<file path="src/rtl/pd_fetch_queue.sv">
// pd_fetch_queue: fetch front-end for the pipelined core.
//
// Issues sequential word fetches to a latency-tolerant imem port and buffers
// the returned words with their PCs in a DEPTH-entry FIFO. Decode consumes the
// FIFO head over a valid/ready stream. A redirect from execute flushes the
// FIFO, retargets fetch and marks every in-flight response as stale.
//
// Ports:
//   clock, reset          rising-edge clock, synchronous active-high reset
//   req_valid/ready/addr  imem request channel (word-aligned address)
//   resp_valid/data       imem response, in order, at most one per cycle
//   out_valid/ready       decode stream handshake (out_ready low = stall)
//   out_pc, out_instr     head entry, driven straight from storage registers
//   redirect_valid/pc     flush and new fetch target (pc[1:0] ignored)
//   outstanding           requests currently in flight (debug)
//
// Optional build macro FETCH_PERF_EN adds saturating 32-bit counters
// perf_empty_cycles, perf_redirects and perf_dropped.

module pd_fetch_queue #(
  parameter int unsigned      DATAW           = 32,
  parameter logic [DATAW-1:0] BASE_ADDR       = 32'h0100_0000,
  parameter int unsigned      DEPTH           = 4,
  parameter int unsigned      MAX_OUTSTANDING = 2
) (
  input  logic                               clock,
  input  logic                               reset,
  output logic                               req_valid,
  input  logic                               req_ready,
  output logic [DATAW-1:0]                   req_addr,
  input  logic                               resp_valid,
  input  logic [DATAW-1:0]                   resp_data,
  output logic                               out_valid,
  input  logic                               out_ready,
  output logic [DATAW-1:0]                   out_pc,
  output logic [DATAW-1:0]                   out_instr,
  input  logic                               redirect_valid,
  input  logic [DATAW-1:0]                   redirect_pc,
  output logic [$clog2(MAX_OUTSTANDING):0]   outstanding
`ifdef FETCH_PERF_EN
  ,
  output logic [31:0]                        perf_empty_cycles,
  output logic [31:0]                        perf_redirects,
  output logic [31:0]                        perf_dropped
`endif
);

  localparam int PW = $clog2(DEPTH);
  localparam int CW = PW + 1;
  localparam int OW = $clog2(MAX_OUTSTANDING) + 1;

  logic [DATAW-1:0]            fetch_pc_q, fetch_pc_d;
  logic [DATAW-1:0]            resp_pc_q, resp_pc_d;
  logic [CW-1:0]               count_q, count_d;
  logic [PW-1:0]               wptr_q, wptr_d, rptr_q, rptr_d;
  logic [OW-1:0]               outst_q, outst_d;
  logic [OW-1:0]               drop_q, drop_d;
  logic [DEPTH-1:0][DATAW-1:0] pc_mem_q, instr_mem_q;

  logic             rsp_ok, issue, push, pop;
  logic [DATAW-1:0] redir_pc;
  logic             unused_redir_lsb;

  // A response with nothing in flight is a protocol error and is ignored.
  assign rsp_ok           = resp_valid && (outst_q != '0);
  assign redir_pc         = {redirect_pc[DATAW-1:2], 2'b00};
  assign unused_redir_lsb = ^redirect_pc[1:0];

  // Credit rule: never have more words promised than free FIFO slots, so a
  // returning word always has somewhere to land.
  assign req_valid = !reset && !redirect_valid &&
                     ((32'(count_q) + 32'(outst_q)) < DEPTH) &&
                     (32'(outst_q) < MAX_OUTSTANDING);
  assign req_addr  = fetch_pc_q;
  assign issue     = req_valid && req_ready;

  assign out_valid = !reset && (count_q != '0);
  assign out_pc    = pc_mem_q[rptr_q];
  assign out_instr = instr_mem_q[rptr_q];
  assign pop       = out_valid && out_ready;

  // Words still owed from before the last redirect are stale.
  assign push = rsp_ok && !redirect_valid && (drop_q == '0);

  assign outstanding = outst_q;

  always_comb begin
    fetch_pc_d = fetch_pc_q;
    resp_pc_d  = resp_pc_q;
    count_d    = count_q;
    wptr_d     = wptr_q;
    rptr_d     = rptr_q;
    drop_d     = drop_q;
    // issue is forced low during a redirect, so this holds in both branches
    outst_d    = outst_q + OW'(issue) - OW'(rsp_ok);
    if (redirect_valid) begin
      count_d    = '0;
      wptr_d     = '0;
      rptr_d     = '0;
      fetch_pc_d = redir_pc;
      resp_pc_d  = redir_pc;
      // a word returning this very cycle is already accounted for
      drop_d     = outst_q - OW'(rsp_ok);
    end else begin
      if (issue) fetch_pc_d = fetch_pc_q + DATAW'(4);
      if (rsp_ok && (drop_q != '0)) drop_d = drop_q - OW'(1);
      if (push) begin
        wptr_d    = wptr_q + PW'(1);
        resp_pc_d = resp_pc_q + DATAW'(4);
      end
      if (pop) rptr_d = rptr_q + PW'(1);
      count_d = count_q + CW'(push) - CW'(pop);
    end
  end

  always_ff @(posedge clock) begin
    if (reset) begin
      fetch_pc_q <= BASE_ADDR;
      resp_pc_q  <= BASE_ADDR;
      count_q    <= '0;
      wptr_q     <= '0;
      rptr_q     <= '0;
      outst_q    <= '0;
      drop_q     <= '0;
    end else begin
      fetch_pc_q <= fetch_pc_d;
      resp_pc_q  <= resp_pc_d;
      count_q    <= count_d;
      wptr_q     <= wptr_d;
      rptr_q     <= rptr_d;
      outst_q    <= outst_d;
      drop_q     <= drop_d;
    end
  end

  // Storage needs no reset; count gates visibility of every entry.
  always_ff @(posedge clock) begin
    if (push && !reset) begin
      pc_mem_q[wptr_q]    <= resp_pc_q;
      instr_mem_q[wptr_q] <= resp_data;
    end
  end

  // Stale returns during reset are expected and not flagged.
  always_ff @(posedge clock) begin
    if (!reset) begin
      assert (!(resp_valid && (outst_q == '0)));
    end
  end

`ifdef FETCH_PERF_EN
  logic [31:0] perf_empty_q, perf_redir_q, perf_drop_q;
  logic        dropped;

  assign dropped = rsp_ok && !push;

  always_ff @(posedge clock) begin
    if (reset) begin
      perf_empty_q <= '0;
      perf_redir_q <= '0;
      perf_drop_q  <= '0;
    end else begin
      if (!out_valid && (perf_empty_q != '1)) perf_empty_q <= perf_empty_q + 32'd1;
      if (redirect_valid && (perf_redir_q != '1)) perf_redir_q <= perf_redir_q + 32'd1;
      if (dropped && (perf_drop_q != '1)) perf_drop_q <= perf_drop_q + 32'd1;
    end
  end

  assign perf_empty_cycles = perf_empty_q;
  assign perf_redirects    = perf_redir_q;
  assign perf_dropped      = perf_drop_q;
`endif

endmodule

</file>
<file path="config.mk">
export PLATFORM = sky130hd
export DESIGN_NAME = pd_fetch_queue
export DESIGN_NICKNAME = d
export VERILOG_FILES = /design/src/rtl/pd_fetch_queue.sv
export SDC_FILE = /design/constraint.sdc
export NUM_CORES = 1
export LEC_CHECK = 0
export CAP_MARGIN = 20
export CORE_MARGIN = 10
export CORE_UTILIZATION = 30
export CTS_CLUSTER_DIAMETER = 120
export DETAILED_ROUTE_END_ITERATION = 10
export PLACE_DENSITY = 0.47
export SETUP_SLACK_MARGIN = 0.1
export SYNTH_ARGS = -nofsm -noshare
export SYNTH_HDL_FRONTEND = slang
export SYNTH_SLANG_ARGS = --single-unit
</file>
<file path="constraint.sdc">
create_clock -name clock -period 3.8 [get_ports clock]
set_clock_uncertainty 0.2 [all_clocks]
set_input_delay 0.38 -clock clock [delete_from_list [all_inputs] [get_ports clock]]
set_output_delay 0.38 -clock clock [all_outputs]
set_load 0.05 [all_outputs]
</file>
== After elaboration in Yosys (flattened, before gate mapping) ==
Cells that the tools add are included.

* Register bits: 331
* Latch bits: 0
* Memory bits (writable): 0
* Bits in read-only memories: 0
* Input bits: 70
* Logic and storage cells: 69
* Memories: 0

* $add $sub $neg: 11
* $mul: 0
* Divide/modulo/power cells: 0
* Order comparisons: 5
* Eq/ne operators: 0
* Shift operators: 0
* Muxes and demuxes: 14
* Bitwise gates (word level): 0
* Reduce and logical (&&, ||, !) cells: 22

{| class="wikitable"
|+ Operators by type and width
! kind !! count
|-
| $bwmux W128 || 2
|-
| $mux W32 || 7
|-
| $bmux W32 S2 || 2
|-
| $add A32 B3 Y32 const B || 2
|-
| $demux W32 S2 || 1
|-
| $logic_and A1 B1 Y1 || 12
|-
| $reduce_bool A2 Y1 || 5
|-
| $lt A2 B3 Y1 const B || 2
|-
| $add A2 B1 Y2 const B || 2
|-
| $add A3 B2 Y4 || 1
|-
| $lt A4 B3 Y1 const B || 1
|-
| $mux W2 || 2
|-
| $sub A2 B1 Y2 || 2
|-
| $add A3 B1 Y3 || 1
|-
| $reduce_bool A3 Y1 || 1
|-
| $sub A3 B1 Y3 || 1
|-
| $add A2 B1 Y2 || 1
|-
| $ge A2 B1 Y1 const B || 1
|-
| $logic_not A1 Y1 || 2
|-
| $logic_not A2 Y1 || 1
|-
| $lt A2 B2 Y1 const B || 1
|-
| $reduce_or A2 Y1 || 1
|-
| $sub A2 B1 Y2 const B || 1
|}

== Logic depth before layout (Yosys ltp) ==
* Word-level depth: 7
* Gate-level depth with buffers: 13

== Least setup slack after synthesis ==
No wires, ideal clock.

* Kind: flip-flop to flip-flop
* Start: register outst_q[1] (netlist: outstanding[1])
* End: register instr_mem_q[0] (netlist bit), enable pin
* Library setup time: 0.427 ns
* Arrival: 2.859 ns
* Path slack: 0.314 ns
* Stages on the path, launching flop included: 4
* Path buffers: 1
* Period minus slack after synthesis: 3.486 ns
* Cell sequence: dfxtp_1 > o211a_1 > clkbuf_1 > and3_1

* Longest elaborated chain between the ends: 5

{| class="wikitable"
|+ RTL lines
! what !! line !! text
|-
| start: declaration || 56 || <nowiki>logic [OW-1:0] outst_q, outst_d;</nowiki>
|-
| start signal: assignment || 131 || <nowiki>outst_q <= outst_d;</nowiki>
|-
| $reduce_bool A2 Y1 || 65 || <nowiki>assign rsp_ok = resp_valid && (outst_q != '0);</nowiki>
|-
| $logic_and A1 B1 Y1 || 65 ||
|-
| $logic_and A1 B1 Y1 (2 in series) || 83 || <nowiki>assign push = rsp_ok && !redirect_valid && (drop_q == '0);</nowiki>
|-
| $logic_and A1 B1 Y1 || 138 || <nowiki>if (push && !reset) begin</nowiki>
|-
| end signal: indexed assignment || 140 || <nowiki>instr_mem_q[wptr_q] <= resp_data;</nowiki>
|-
| end: declaration || 58 || <nowiki>logic [DEPTH-1:0][DATAW-1:0] pc_mem_q, instr_mem_q;</nowiki>
|}

No other way between the ends.
A chain may end at the register's enable or synchronous reset.

== Worst setup path after layout ==
* Start: register rptr_q[0]
* End: output port out_instr[24]

* Longest elaborated chain between the ends: 2

{| class="wikitable"
|+ RTL lines
! what !! line !! text
|-
| start: declaration || 55 || <nowiki>logic [PW-1:0] wptr_q, wptr_d, rptr_q, rptr_d;</nowiki>
|-
| start signal: assignment || 130 || <nowiki>rptr_q <= rptr_d;</nowiki>
|-
| $bmux W32 S2 || 79 || <nowiki>assign out_instr = instr_mem_q[rptr_q];</nowiki>
|-
| $mux W32 (implied by the code) || 79 ||
|-
| end: declaration || 36 || <nowiki>output logic [DATAW-1:0] out_instr,</nowiki>
|}

No other way between the ends. The select of a mux whose other input is x is not followed.

==> impl_metrics.env <==
export IMPL_htreeDepth=2
export IMPL_wl_mm=32.5
export IMPL_start_kind="register"
export IMPL_vias_per_cell=4.89
export IMPL_num_io_pins=170
export IMPL_worst_ir_drop_vdd_mv=0.307
export IMPL_rsz0062_at_grt="false"
export IMPL_hpwl_mm=21.6
export IMPL_via_count=7683
export IMPL_antenna_cells=0
export IMPL_dp_slack_ns=0.856
export IMPL_grt_usage_pct=12.6
export IMPL_power_density_nw_per_um2=510
export IMPL_instances_no_fill=1571
export IMPL_drc=0
export IMPL_hp_class="in -> reg"
export IMPL_mostFrequentLayoutCells="edfxtp_1, clkdlybuf4s50_1, dfxtp_1"
export IMPL_setup_viol=0
export IMPL_drive_above_1_share_pct=15.0
export IMPL_cts_tree="yes"
export IMPL_nFillCells=3950
export IMPL_worst_pin_slew_ns=0.845
export IMPL_syn_area_sq_um=12900
export IMPL_ys_warn_count=0
export IMPL_numCtsBuffers=38
export IMPL_crit_required_ns=3.22
export IMPL_synth_edf_count=248
export IMPL_final_util_pct=39.4
export IMPL_hold_buffers=0
export IMPL_cp_arrival_ns=2.75
export IMPL_cp_max_fo=18
export IMPL_slowest_delay_ns=0.74
export IMPL_outcome="finished clean"
export IMPL_slew_headroom_pct=43.1
export IMPL_worstSetupEndpointType="output port"
export IMPL_insertion_delay_ns=0.53
export IMPL_start_util_pct=30.5
export IMPL_gp_congestion=0.813
export IMPL_drv_slew=0
export IMPL_dp_cells=1505
export IMPL_path_delay_family="buffers and inverters"
export IMPL_final_common_cell="edfxtp_1"
export IMPL_grt_max_degree=68
export IMPL_post_cts_resize_count=0
export IMPL_initialDrtViolationCount=573
export IMPL_crit_buf_inv=2
export IMPL_wl_per_cell_um=20.7
export IMPL_leakage_nw=5.35
export IMPL_die_x_um=227
export IMPL_netlist_instances=817
export IMPL_drv_cap=0
export IMPL_grt_pass1_wl_mm=49.7
export IMPL_io_buffers=163
export IMPL_crit_slowest_cell="clkdlybuf4s50_1"
export IMPL_ys_flop_type="edfxtp_1"
export IMPL_synthArstFlopShare_pct=0
export IMPL_synth_seq_area_share_pct=68.8
export IMPL_synthToLayoutAreaGrowth_pct=29.0
export IMPL_cts_setup_buffers=0
export IMPL_setup_ws_ns=0.467
export IMPL_antenna_found_initial=0
export IMPL_crit_type="reg -> out"
export IMPL_ys_ff_latch=319
export IMPL_finalNetCount=1090
export IMPL_tns_ns=0
export IMPL_fin_crit_ns=3.33
export IMPL_crit_path_cell_trace="buf_4 -> mux4_2 -> clkdlybuf4s50_1"
export IMPL_clk_path_buf_depth=3
export IMPL_clk_pin_slew_ns=0.05
export IMPL_post_route_period_util_pct=87.7
export IMPL_drtAntennaViolNets=0
export IMPL_die_area_sq_um=51700
export IMPL_avgSynthCellArea_sq_um=15.8
export IMPL_core_sq_um=42200
export IMPL_rows=75
export IMPL_grt_overflow=0
export IMPL_cts_root_buf="clkbuf_16"
export IMPL_max_freq_mhz=300
export IMPL_yosysUniqueCellTypes=56
export IMPL_clock_sinks=319
export IMPL_final_hold_violation_count=0
export IMPL_die_height_um=227
export IMPL_drt_pass1_iterations=5
export IMPL_grt_pass1_vias=7913
worst min-delay path: cells and delay by family:
family | cells | cell delay (ns)
AND/OR/NAND/NOR | 2 | 0.13
buffers and inverters | 1 | 0.14
XOR/XNOR | 1 | 0.14
flip-flops by register name, summed over array words and instances (netlist names):
name / flops
req_addr: 30
drop_q: 2
pc_mem_q: 120
wptr_q: 2
resp_pc_q: 30
instr_mem_q: 128
rptr_q: 2
count_q: 3
outstanding: 2
power breakdown:
| part | switching, W | total [W] | internal [W] | leakage, nW |
|---|---|---|---|---|
| registers | 0.000116 | 0.00398 | 0.00387 | 2.84 |
| logic | 0.000506 | 0.000831 | 0.000324 | 1.89 |
| clock network | 0.00137 | 0.00367 | 0.00230 | 0.619 |
cell usage after synthesis, drive strengths merged, types with 14 or more instances:
cell type / instances / area, sq um
a21boi: 20 / 150
a21oi: 27 / 139
buf: 15 / 72.6
clkbuf: 26 / 97.6
dfxtp: 71 / 1420
edfxtp: 248 / 7450
inv: 24 / 90.1
mux4: 62 / 1400
nand2: 51 / 191
nand3: 22 / 115
nand4: 23 / 144
nor2: 38 / 143
nor4: 14 / 87.6
xnor2: 26 / 228
xor2: 20 / 175
logic make-up after synthesis:
family                     count (synthesis)  synth area share [%]
DFF                                      319                  68.8
and+or+nand+nor                          201                  7.98
AOI/OAI and AO/OA                        107                  5.60
buffers and inverters                     65                  2.02
muxes                                     64                  11.0
xor gates and xnor gates                  46                  3.13
adders and majority gates                 14                  1.42
other                                      1                0.0291
area by class of cell:
| class | count | area [sq um] | share of cell area (%) |
|---|---|---|---|
| timing repair buffer | 187 | 1930 | 11.6 |
| clock buffer | 48 | 1060 | 6.39 |
| tap | 539 | 674 | 4.05 |
| inverter | 24 | 90.1 | 0.542 |
| clock inverter | 18 | 208 | 1.25 |
| sequential | 319 | 8880 | 53.4 |
| multi-input combinational | 436 | 3790 | 22.8 |
layer usage:
layer,wire length (um),track usage (%),vias to the layer above,part of all wire (%)
met3,2390,3.68,51,7.3
met5,0,0,-,0
li1,-,-,3576,-
met2,14400,19.2,236,44
met1,15000,17.2,3820,46
met4,719,3.70,0,2.2
final timing paths:
path / startpoint / end / slack (ns) / cells past startpoint
worst min-delay path: reset / rptr_q[0] / 0.11 / 4
worst max register to register: req_addr[2] / req_addr[22] / 1.01 / 6
worst max-delay path: rptr_q[0] / out_instr[24] / 0.47 / 3
worst min register to register: wptr_q[1] / wptr_q[1] / 0.30 / 2
through the flow:
stage                     hold slack, ns  power, W  instance area, sq um
after global placement             0.287   0.00489                 15400
after floorplan                    0.266   0.00453                 12900
after CTS                         0.0944   0.00864                 16600
after detailed placement           0.293   0.00489                 15400
after global routing               0.143   0.00885                 16600
final                              0.110   0.00848                 16600
Note: power is estimated with default switching activity, not from simulation.
